$ cat src/rtl/acumulador_monedas.sv
// Coin credit accumulator for a vending machine.
// Synchronizes three coin sensors (1, 2 and 5 units) and accumulates 4-bit
// credit. It handles sale acceptance with change, cancel/timeout refunds and
// a fixed-length dispense window.
// Ports:
//   clk, rst                  clock, synchronous active-high reset
//   moneda_1/2/5              asynchronous coin-sensor levels
//   cancelar, aceptada        refund request, sale accept (synchronous levels)
//   precio[3:0]               price of the accepted product
//   Acumulador_Monedas[3:0]   current credit (registered)
//   moneda_rechazada          one-cycle pulse per cycle with rejected coin(s)
//   cambio[3:0]               change amount, held between pulses
//   cambio_valido             one-cycle pulse qualifying cambio
//   dispensando               high while the product is dispensed
module acumulador_monedas #(
  parameter int unsigned TIMEOUT_CYCLES  = 1000,
  parameter int unsigned DISPENSE_CYCLES = 8
) (
  input  logic       clk,
  input  logic       rst,
  input  logic       moneda_1,
  input  logic       moneda_2,
  input  logic       moneda_5,
  input  logic       cancelar,
  input  logic       aceptada,
  input  logic [3:0] precio,
  output logic [3:0] Acumulador_Monedas,
  output logic       moneda_rechazada,
  output logic [3:0] cambio,
  output logic       cambio_valido,
  output logic       dispensando
);

  localparam int unsigned CNT_MAX = (TIMEOUT_CYCLES > DISPENSE_CYCLES) ?
                                    TIMEOUT_CYCLES : DISPENSE_CYCLES;
  localparam int unsigned CW      = $clog2(CNT_MAX + 1);
  localparam int unsigned NCOIN   = 3;

  typedef enum logic [1:0] {S_IDLE, S_CREDIT, S_DISPENSE} state_t;

  state_t           state_q, state_d;
  logic [NCOIN-1:0] sync1_q, sync1_d;
  logic [NCOIN-1:0] sync2_q, sync2_d;
  logic [NCOIN-1:0] prev_q, prev_d;
  logic [NCOIN-1:0] armed_q, armed_d;
  logic [1:0]       warm_q, warm_d;
  logic [CW-1:0]    cnt_q, cnt_d;
  logic [3:0]       credit_q, credit_d;
  logic [3:0]       cambio_q, cambio_d;
  logic             cv_q, cv_d;
  logic             rej_q, rej_d;
  logic             disp_q, disp_d;

  logic [NCOIN-1:0] ev;
  logic             any_ev;
  logic             multi_ev;
  logic [2:0]       coin_val;
  logic [4:0]       sum;
  logic             warm_done;

  // Synchronizers, edge detection, coin selection and the main FSM.
  always_comb begin
    sync1_d = {moneda_5, moneda_2, moneda_1};
    sync2_d = sync1_q;
    prev_d  = sync2_q;

    // A sensor must be seen low after reset before its rise counts, so a
    // coin held through reset release is ignored until it is reinserted.
    warm_done = (warm_q == 2'd2);
    warm_d    = warm_done ? warm_q : warm_q + 2'd1;
    armed_d   = armed_q | ({NCOIN{warm_done}} & ~sync2_q);

    ev       = sync2_q & ~prev_q & armed_q;
    any_ev   = |ev;
    multi_ev = (ev[0] & ev[1]) | (ev[0] & ev[2]) | (ev[1] & ev[2]);
    // Only the highest-value coin of a simultaneous group is considered.
    if (ev[2])      coin_val = 3'd5;
    else if (ev[1]) coin_val = 3'd2;
    else if (ev[0]) coin_val = 3'd1;
    else            coin_val = 3'd0;
    sum = {1'b0, credit_q} + {2'b00, coin_val};

    state_d  = state_q;
    credit_d = credit_q;
    cambio_d = cambio_q;
    cnt_d    = cnt_q;
    cv_d     = 1'b0;
    rej_d    = 1'b0;

    case (state_q)
      S_IDLE: begin
        if (any_ev) begin
          credit_d = {1'b0, coin_val};
          cnt_d    = '0;
          rej_d    = multi_ev;
          state_d  = S_CREDIT;
        end
      end
      S_CREDIT: begin
        if (aceptada && (credit_q >= precio)) begin
          cambio_d = credit_q - precio;
          cv_d     = 1'b1;
          credit_d = '0;
          cnt_d    = '0;
          rej_d    = any_ev;
          state_d  = S_DISPENSE;
        end else if (cancelar) begin
          cambio_d = credit_q;
          cv_d     = 1'b1;
          credit_d = '0;
          rej_d    = any_ev;
          state_d  = S_IDLE;
        end else if (any_ev && !sum[4]) begin
          credit_d = sum[3:0];
          cnt_d    = '0;
          rej_d    = multi_ev;
        end else begin
          // No accepted coin this cycle: an overflowing coin is rejected and
          // the cycle still counts towards the inactivity timeout.
          rej_d = any_ev;
          if (cnt_q == CW'(TIMEOUT_CYCLES - 1)) begin
            cambio_d = credit_q;
            cv_d     = 1'b1;
            credit_d = '0;
            state_d  = S_IDLE;
          end else begin
            cnt_d = cnt_q + CW'(1);
          end
        end
      end
      S_DISPENSE: begin
        rej_d = any_ev;
        if (cnt_q == CW'(DISPENSE_CYCLES - 1)) begin
          cnt_d   = '0;
          state_d = S_IDLE;
        end else begin
          cnt_d = cnt_q + CW'(1);
        end
      end
      default: begin
        credit_d = '0;
        cnt_d    = '0;
        state_d  = S_IDLE;
      end
    endcase

    disp_d = (state_d == S_DISPENSE);
  end

  // State and output registers.
  always_ff @(posedge clk) begin
    if (rst) begin
      state_q  <= S_IDLE;
      sync1_q  <= '0;
      sync2_q  <= '0;
      prev_q   <= '0;
      armed_q  <= '0;
      warm_q   <= '0;
      cnt_q    <= '0;
      credit_q <= '0;
      cambio_q <= '0;
      cv_q     <= 1'b0;
      rej_q    <= 1'b0;
      disp_q   <= 1'b0;
    end else begin
      state_q  <= state_d;
      sync1_q  <= sync1_d;
      sync2_q  <= sync2_d;
      prev_q   <= prev_d;
      armed_q  <= armed_d;
      warm_q   <= warm_d;
      cnt_q    <= cnt_d;
      credit_q <= credit_d;
      cambio_q <= cambio_d;
      cv_q     <= cv_d;
      rej_q    <= rej_d;
      disp_q   <= disp_d;
    end
  end

  assign Acumulador_Monedas = credit_q;
  assign cambio             = cambio_q;
  assign cambio_valido      = cv_q;
  assign moneda_rechazada   = rej_q;
  assign dispensando        = disp_q;

endmodule

$ cat config.mk
export PLATFORM = sky130hd
export DESIGN_NAME = acumulador_monedas
export DESIGN_NICKNAME = d
export VERILOG_FILES = /design/src/rtl/acumulador_monedas.sv
export SDC_FILE = /design/constraint.sdc
export NUM_CORES = 1
export LEC_CHECK = 0
export ABC_AREA = 1
export BUFFER_PORTS_ARGS = -buffer_cell sky130_fd_sc_hd__buf_2
export CAP_MARGIN = 30
export CORE_ASPECT_RATIO = 1.75
export CORE_MARGIN = 3
export CORE_UTILIZATION = 50
export CTS_BUF_LIST = sky130_fd_sc_hd__clkbuf_2
export CTS_CLUSTER_DIAMETER = 200
export DETAILED_ROUTE_END_ITERATION = 16
export MAX_ROUTING_LAYER = met4
export PLACE_DENSITY = 0.7
export REMOVE_ABC_BUFFERS = 1
export SYNTH_ARGS = -nofsm -noshare
export SYNTH_HDL_FRONTEND = slang
export SYNTH_SLANG_ARGS = --single-unit
$ cat constraint.sdc
create_clock -name clk -period 2.2 [get_ports clk]
set_input_delay 0.44 -clock clk [delete_from_list [all_inputs] [get_ports clk]]
set_output_delay 0.44 -clock clk [all_outputs]
set_load 0.005 [all_outputs]
==> results.yml, run 1 <==
placement:
  gp_congestion: 0.9419
  io_buffers: 21
  hpwl_mm: 4.024
  place_ws_ns: -0.2267
synth:
  synth_edf_count: 0
  ys_top_cells_by_area: "dfxtp_1 32%, nand2_1 12%, inv_1 8.4%"
  syn-cell-area_mm2: 0.002291
  synth_ff_type: "dfxtp_1"
  ys_seq_area_share_pct: 32.33
  synth_seq_cells: 37
  avgSynthCellArea_um2: 7.027
  synth.top_cell.area_share_pct: 32.33
  yosys_warnings: 0
  netlist_instances: 326
  post_synth_num_cell_types: 34
  synthArstFlopShare_pct: 0
  synth_top_area_cell: "dfxtp_1"
setup_path:
  critical_path_arrival_ns: 2.62
  start_kind: "flip-flop"
  crit_required_ns: 2.52
  crit_type: "reg -> reg"
  end_kind: "flip-flop"
  path_max_fanout: 6
sta:
  setup_ws_ns: -0.1013
  hold_violations: 0
  rsz0062_at_grt: "yes"
  slew_violations: 0
  tns_ns: -1.052
  setup_viol: 18
  holdWs_ns: 0.2239
  relSlewSlack_pct: 66.08
  period_needed_ns: 2.301
  fmax_mhz: 434.5
  min_period_over_period_pct: 104.6
  max_slew.worst_pin.slew_ns: 0.5041
  clock_skew_ns: 0.02417
drt:
  ant_nets: 0
  first_pass_iters: 4
  vias_per_cell: 5.112
  wl_per_cell_um: 12.59
  drc: 0
  drt-total-wl_mm: 5.288
  num_vias: 2147
  drt_iter0_drc: 47
clocking:
  cts_buffer_depth: 2
  cts_sinks: 37
  htreeDepth: 2
  clk_latency_ns: 0.41
  cts_hold_buf: 0
  clk_pin_slew_ns: 0.22
  root_buffer: "clkbuf_2"
  numCtsBuffers: 5
  cts_tree: "yes"
finish:
  n_antenna_cell: 0
  synthToLayoutAreaGrowth_pct: 21.68
  drive_above_1_share_pct: 30.35
  nets: 394
  seqCellArea_um2: 747.0
  nFillCells: 436
  multi_input_area_mm2: 0.001446
global_route:
  grt_first_pass_wirelength_mm: 8.500
  top_usage_layer: "met2"
  grt_use_total_pct: 20.58
  grtUsageMet1_pct: 17.51
  grt_overflow: 0
  met2_usage_pct: 40.36
  grt_max_degree: 17
  antenna_found_initial: 0
  met3_usage_pct: 3.252
  grt_pass1_vias: 2035
power_and_ir_drop:
  p_leak_nw: 1.373
  power_w: 0.001839
  peakVddDrop_uv: 540.0
  power.density_mw_per_mm2: 659.8
run_status:
  violations: "setup timing"
  status: "complete, but fails checks"
die:
  design.die.area_mm2: 0.005462
  start_util_pct: 52.02
  die_y_um: 95.55
  row_count: 32
  coreArea_mm2: 0.004404
  io-pin-count: 22
  die_w_um: 57.17
hold_path:
  hold_class: "in -> reg"
run:
  drv_cap: 0
## metal layers
metal  wire (um)  up-vias
met5           0        -
met4         196        0
met3         145       16
met2        2988       42
met1        1957      985
li1            -     1104
## sequential cells by signal, indices dropped and copies added (netlist names)
register            count
cambio                  4
cnt_q                  10
sync1_q                 3
armed_q                 3
dispensando             1
cambio_valido           1
moneda_rechazada        1
prev_d                  3
prev_q                  3
Acumulador_Monedas      4
warm_q                  2
state_q                 2
## layout make-up
cell class,instances,area share [%]
multi-input cells,230,51.89
flip-flops and latches,37,26.80
well taps,51,2.289
clock inverters,2,1.391
clock buffers,6,1.077
repair buffers,40,9.291
inverters,54,7.271
## layout by cell type (no fill, tap or decap), types with 2 or more instances in the layout
cell / count
a21oi_1: 10
a21oi_2: 8
buf_2: 21
buf_4: 16
buf_6: 3
clkbuf_2: 6
dfxtp_1: 32
dfxtp_2: 5
ha_1: 12
inv_1: 49
inv_2: 5
nand2_1: 65
nand2_2: 11
nand2_4: 8
nand3_1: 24
nand3_2: 5
nand3_4: 4
nand4_1: 3
nor2_1: 36
nor2_2: 7
nor2_4: 2
nor2_8: 2
nor3_1: 2
o21ai_0: 9
o21ai_1: 5
xnor2_1: 2
xor2_1: 2
## repair_timing
item | in CTS | in global routing
resized for setup | 17 | 25
pin swaps | 8 | 14
setup buffers | 2 | 0
endpoints found under the setup margin | 23 | 23
## final timing paths
check	endpoint	cells past startpoint	slack, ns	startpoint
worst max-delay path	cambio[0]$_SDFFE_PP0P_	16	-0.10	prev_q[0]$_SDFF_PP0_
worst min-delay path	sync1_q[1]$_SDFF_PP0_	3	0.22	moneda_2
worst min register to register	prev_d[2]$_SDFF_PP0_	2	0.40	sync1_q[2]$_SDFF_PP0_
worst max register to register	cambio[0]$_SDFFE_PP0P_	16	-0.10	prev_q[0]$_SDFF_PP0_
## synthesized netlist by cell type (3+ instances only)
library cell,n
nand2_1,75
inv_1,51
dfxtp_1,37
nor2_1,37
nand3_1,27
a21oi_1,15
ha_1,13
o21ai_0,10
nor2_2,7
nand2_2,5
nand2_4,5
nand3_2,5
o21ai_1,5
a21oi_2,3
clkbuf_1,3
inv_2,3
nand4_1,3
## power by group
part	switching [W]	total, W	internal (W)
Sequential	0.0000534	0.000792	0.000739
Combinational	0.000354	0.000599	0.000245
Clock	0.000248	0.000448	0.000200
Total	0.000656	0.00184	0.00118
## critical path: stages, from the launching register on
cell and delay, ns:
dfxtp_2 0.37, inv_1 0.09, nand3_4 0.10, a21oi_2 0.17, ha_2 0.20, inv_2 0.04, fa_2 0.35, inv_2 0.07
nand2_2 0.05, nand2_2 0.08, nand2_4 0.07, nand3_4 0.09, nand2_8 0.08, a21oi_4 0.24, inv_2 0.09, nor2_1 0.09
nor2_1 0.05
## cell families (layout without fill, tap and decap cells)
family	after synthesis	in the layout	share of synthesized area, %
flops	37	37	32.33
compound gates	35	35	8.739
buf+inv	59	102	10.05
xor+xnor	4	4	1.529
simple gates	176	176	38.50
fa+ha+maj	15	15	8.848
## stage by stage
| step | instance area, um^2 | util, % | cells |
|---|---|---|---|
| 3_3_place_gp | 2560 | 58.13 | 410 |
| 5_1_grt | 2788 | 63.30 | 420 |
| 2_1_floorplan | 2263 | - | 321 |
| 4_1_cts | 2698 | 61.25 | 420 |
| 6_report | 2788 | 63.30 | 420 |
| 3_5_place_dp | 2560 | 58.13 | 410 |
(Power assumes the default switching activity.)
==> inputs of run 2 (changes only) <==
RECOVER_POWER = 25   (was unset)
==> run 2 against run 1 <==
The run still ends with setup timing left. Wire length about the same. Cell count unchanged. Combinational power about the same. Critical path type unchanged. Largest cell class unchanged. Highest routed layer unchanged.
==> results.yml, run 2 (synthesis gave the netlist of run 1 again) <==
run_status:
  status: "complete, but fails checks"
  violations: "setup timing"
sta:
  relSlewSlack_pct: 46.04
  tns_ns: -1.080
  holdWs_ns: 0.2227
  setup_viol: 18
  rsz0062_at_grt: "yes"
  hold_violations: 0
  fmax_mhz: 434.5
  period_needed_ns: 2.301
  slew_violations: 0
  clock_skew_ns: 0.02330
  setup_ws_ns: -0.1013
  max_slew.worst_pin.slew_ns: 0.8094
  min_period_over_period_pct: 104.6
drt:
  drt_iter0_drc: 47
  first_pass_iters: 4
  vias_per_cell: 5.110
  num_vias: 2146
  drc: 0
  drt-total-wl_mm: 5.289
  ant_nets: 0
  wl_per_cell_um: 12.59
setup_path:
  r2r_end: "cambio[0]$_SDFFE_PP0P_"
  crit_type: "reg -> reg"
  critical_path_arrival_ns: 2.62
  ff2ff_path_depth: 16
  path_max_fanout: 6
  end_kind: "flip-flop"
  reg2reg_from: "prev_q[0]$_SDFF_PP0_"
  start_kind: "flip-flop"
  reg2reg_slack_ns: -0.10
  crit_required_ns: 2.52
global_route:
  grt_first_pass_wirelength_mm: 8.500
  grt_max_degree: 17
  grt_overflow: 0
  grt_pass1_vias: 2035
  grt_use_total_pct: 20.58
  antenna_found_initial: 0
finish:
  final_common_cell: "nand2_1"
  stdcell_area_mm2: 0.002784
  regMostFlops: "cnt_q"
  seqCellArea_um2: 747.0
  largest_reg_flops: 10
  postLayoutCoreUtil_pct: 63.21
  drive_above_1_share_pct: 30.08
  synthToLayoutAreaGrowth_pct: 21.52
  multi_input_area_mm2: 0.001446
  n_antenna_cell: 0
  nFillCells: 435
  mostFrequentLayoutCells: "65 x nand2_1, 49 x inv_1, 36 x nor2_1, 32 x dfxtp_1, 24 x nand3_1"
  nets: 394
die:
  die_w_um: 57.17
  start_util_pct: 52.02
  row_count: 32
  design.die.area_mm2: 0.005462
  die_y_um: 95.55
  io-pin-count: 22
  coreArea_mm2: 0.004404
hold_path:
  hold_depth: 3
  holdCritStartpoint: "moneda_2"
  hold_class: "in -> reg"
  min_to: "sync1_q[1]$_SDFF_PP0_"
clocking:
  root_buffer: "clkbuf_2"
  clk_latency_ns: 0.41
  htreeDepth: 2
  numCtsBuffers: 5
  cts_tree: "yes"
  cts_sinks: 37
  clk_pin_slew_ns: 0.22
  cts_buffer_depth: 2
  cts_hold_buf: 0
run:
  drv_cap: 0
power_and_ir_drop:
  p_leak_nw: 1.369
  power_w: 0.001839
  peakVddDrop_uv: 540.0
  power.density_mw_per_mm2: 660.5
placement:
  io_buffers: 21
  gp_congestion: 0.9419
  placed_area_mm2: 0.002560
  hpwl_mm: 4.024
-- run 2: changes by cell type in the layout (fill, tap and decap cells not counted) --
| cell | delta |
|---|---|
| clkbuf_1 | +1 |
| buf_4 | -1 |
-- run 2: worst max path at each step --
| stage | start | end | slack, ns | cells past startpoint |
|---|---|---|---|---|
| 2_1_floorplan | armed_q[2]$_SDFF_PP0_ | cnt_q[2]$_SDFFE_PP0P_ | -0.09 | 19 |
| 3_3_place_gp | armed_q[2]$_SDFF_PP0_ | cambio[0]$_SDFFE_PP0P_ | -0.17 | 17 |
| 3_5_place_dp | prev_d[2]$_SDFF_PP0_ | cnt_q[2]$_SDFFE_PP0P_ | -0.23 | 19 |
| 4_1_cts | armed_q[2]$_SDFF_PP0_ | cambio[0]$_SDFFE_PP0P_ | -0.09 | 17 |
| 5_1_grt | armed_q[2]$_SDFF_PP0_ | cambio[1]$_SDFFE_PP0P_ | -0.25 | 17 |
| 6_report | prev_q[0]$_SDFF_PP0_ | cambio[0]$_SDFFE_PP0P_ | -0.10 | 16 |
-- run 2: cell type report --
| cell class | count | area share, % |
|---|---|---|
| clock buffer | 6 | 1.079 |
| clock inverter | 2 | 1.393 |
| inverter | 54 | 7.281 |
| multi-input combinational | 230 | 51.96 |
| sequential | 37 | 26.83 |
| tap | 51 | 2.292 |
| timing repair buffer | 40 | 9.169 |
-- run 2: worst max-delay path: stages, from the launching register on --
cell	delay (ns)
dfxtp_2	0.37
inv_1	0.09
nand3_4	0.10
a21oi_2	0.17
ha_2	0.20
inv_2	0.04
fa_2	0.35
inv_2	0.07
nand2_2	0.05
nand2_2	0.08
nand2_4	0.07
nand3_4	0.09
nand2_8	0.08
a21oi_4	0.24
inv_2	0.09
nor2_1	0.09
nor2_1	0.05
-- run 2: power breakdown --
group          internal, W  total, W  switching [W]
registers         0.000739  0.000792      0.0000534
logic             0.000244  0.000598       0.000354
clock network     0.000200  0.000448       0.000248
-- run 2: stage by stage --
stage / setup WS [ns] / cells
after CTS: -0.09267 / 420
after detailed placement: -0.2267 / 410
final: -0.1013 / 420
after global routing: -0.2498 / 420
after global placement: -0.1707 / 410
after floorplan: -0.09198 / 321
-- run 2: per-layer routing --
metal / vias to the layer above / share of wire [%] / wire length (um) / global-route usage [%]
met5: - / 0 / 0 / -
met4: 0 / 3.7 / 196 / 12.38
met3: 16 / 2.7 / 145 / 3.252
met2: 42 / 56 / 2984 / 40.36
met1: 984 / 37 / 1961 / 17.51
li1: 1104 / - / - / -
-- run 2: repair_timing --
| action | 4_1_cts | 5_1_grt |
|---|---|---|
| setup buffers | 2 | 0 |
| pin swaps | 8 | 14 |
| setup endpoints to repair | 23 | 23 |
| gates resized for setup | 17 | 25 |
==> inputs of run 3 (changes only) <==
REMOVE_ABC_BUFFERS = unset   (was 1)
==> run 3 against run 2 <==
Clock skew is 0.0059 ns lower. Register-to-register slack worse by 0.04 ns. Sequential share of layout area shrank 0.54 points. Utilization up 1.1 points. Highest routed layer unchanged. Wire length grew 5.8%. Critical endpoint is now cnt_q[1]$_SDFFE_PP0P_. Cell area rose by 1.7%. Worst setup slack worse by 0.042 ns. The run still ends with setup timing left.
==> results.yml, run 3 (synthesis gave the netlist of run 1 again) <==
setup_path:
  end_kind: "flip-flop"
  cp_slowest_cell: "dfxtp_2"
  crit_type: "reg -> reg"
  start_kind: "flip-flop"
  path_cells: "buf_4 > nand3_4 > a21oi_4 > ha_2 > inv_2 > fa_2 > inv_2 > nand2_1 > nand2_2 > nand2_4 > nand3_4 > nand2_8 > nor2_8 > nor2_8 > nand2_4 > nand2_8 > a21oi_2"
  critical_path_arrival_ns: 2.66
  crit_required_ns: 2.52
  slowest_delay_ns: 0.38
  path_max_fanout: 7
finish:
  largest_reg_flops: 10
  mostFrequentLayoutCells: "66 x nand2_1, 48 x inv_1, 34 x dfxtp_1, 34 x nor2_1, 25 x buf_4"
  instances_no_fill: 427
  n_antenna_cell: 0
  final_common_cell: "nand2_1"
  synthToLayoutAreaGrowth_pct: 23.59
  stdcell_area_mm2: 0.002831
  nets: 403
  drive_above_1_share_pct: 31.12
  regMostFlops: "cnt_q"
sta:
  rsz0062_at_grt: "yes"
  slew_violations: 0
  relSlewSlack_pct: 61.58
  setup_ws_ns: -0.1431
  hold_violations: 0
  period_needed_ns: 2.343
  clock_skew_ns: 0.01740
  max_slew.worst_pin.slew_ns: 0.5756
  fmax_mhz: 426.8
  setup_viol: 17
  min_period_over_period_pct: 106.5
power_and_ir_drop:
  p_leak_nw: 1.399
  peakVddDrop_uv: 437.4
  power_w: 0.001719
  power.density_mw_per_mm2: 607.2
hold_path:
  hold_class: "in -> reg"
global_route:
  grt_pass1_vias: 2196
  grt_max_degree: 18
  antenna_found_initial: 0
  grt_overflow: 0
  grt_first_pass_wirelength_mm: 9.094
  grt_use_total_pct: 21.95
die:
  row_count: 32
  io-pin-count: 22
  design.die.area_mm2: 0.005462
  die_w_um: 57.17
  coreArea_mm2: 0.004404
  start_util_pct: 52.02
  die_y_um: 95.55
synth:
  syn-num-nets: 352
placement:
  placed_area_mm2: 0.002641
  hpwl_mm: 4.287
  place_ws_ns: -0.1143
  gp_congestion: 0.8530
  dp.cells: 417
  io_buffers: 21
drt:
  wl_met1_mm: 2.000
  drc: 0
  dr_wl_met2_mm: 3.291
  drt_iter0_drc: 51
  num_vias: 2167
  first_pass_iters: 4
  wl_met3_um: 137
  drt-total-wl_mm: 5.598
  top_layer: "met4"
  ant_nets: 0
  wl_per_cell_um: 13.11
  vias_per_cell: 5.075
run:
  drv_cap: 0
run_status:
  status: "complete, but fails checks"
  violations: "setup timing"
clocking:
  root_buffer: "clkbuf_2"
  clk_latency_ns: 0.38
  clk_pin_slew_ns: 0.18
  htreeDepth: 2
  cts_buffer_depth: 2
  cts_hold_buf: 0
  cts_tree: "yes"
  numCtsBuffers: 5
  cts_sinks: 37
==> run 3: repair_timing <==
| item | 4_1_cts | 5_1_grt |
|---|---|---|
| endpoints found under the setup margin | 23 | 23 |
| pin swaps | 9 | 10 |
| cloned | 0 | 1 |
| resized for setup | 11 | 21 |
| setup buffers | 3 | 0 |
==> run 3: cell type report <==
| cell class | instances | area [um^2] |
|---|---|---|
| multi-input combinational | 231 | 1466 |
| tap | 51 | 63.81 |
| inverter | 54 | 202.7 |
| clock inverter | 1 | 5.005 |
| sequential | 37 | 744.5 |
| clock buffer | 5 | 25.02 |
| timing repair buffer | 48 | 324.1 |
| fill | 414 | 1573 |
==> run 3: stage by stage <==
step                      hold slack (ns)  utilization (%)   TNS [ns]
after floorplan                    0.3809                -  -0.002703
after global placement             0.3896            59.97    -0.3728
after detailed placement           0.3946            59.97     -1.527
after CTS                          0.2451            62.02    -0.8316
after global routing               0.2281            64.29     -4.272
final                              0.2576            64.29     -1.329
==> run 3: report_power, final <==
group          switching, W  internal, W  leakage, nW  total [W]
logic              0.000372     0.000269         1.07   0.000641
clock network      0.000219    0.0000649       0.0247   0.000284
registers         0.0000550     0.000739        0.302   0.000794
==> run 3: layer usage <==
layer  GRT usage [%]  up-vias
met5               -        -
met4           11.41        0
met3           2.710       13
met2           44.66       43
met1           18.51      988
li1                -     1123
==> run 3: path summary, 6_finish.rpt <==
path	start	end	slack (ns)	depth (start not counted)
min	moneda_1	sync1_q[0]$_SDFF_PP0_	0.26	3
max reg2reg	armed_q[2]$_SDFF_PP0_	cnt_q[1]$_SDFFE_PP0P_	-0.14	17
min reg2reg	sync1_q[2]$_SDFF_PP0_	prev_d[2]$_SDFF_PP0_	0.40	2
max	armed_q[2]$_SDFF_PP0_	cnt_q[1]$_SDFFE_PP0P_	-0.14	17
==> run 3: worst max-delay path: cells and delay by family, from the launching register on <==
kind | cells | cell delay (ns)
and+or+nand+nor | 10 | 0.89
adders and majority gates | 2 | 0.54
DFF | 1 | 0.38
AOI/OAI and AO/OA | 2 | 0.25
buffers and inverters | 3 | 0.21
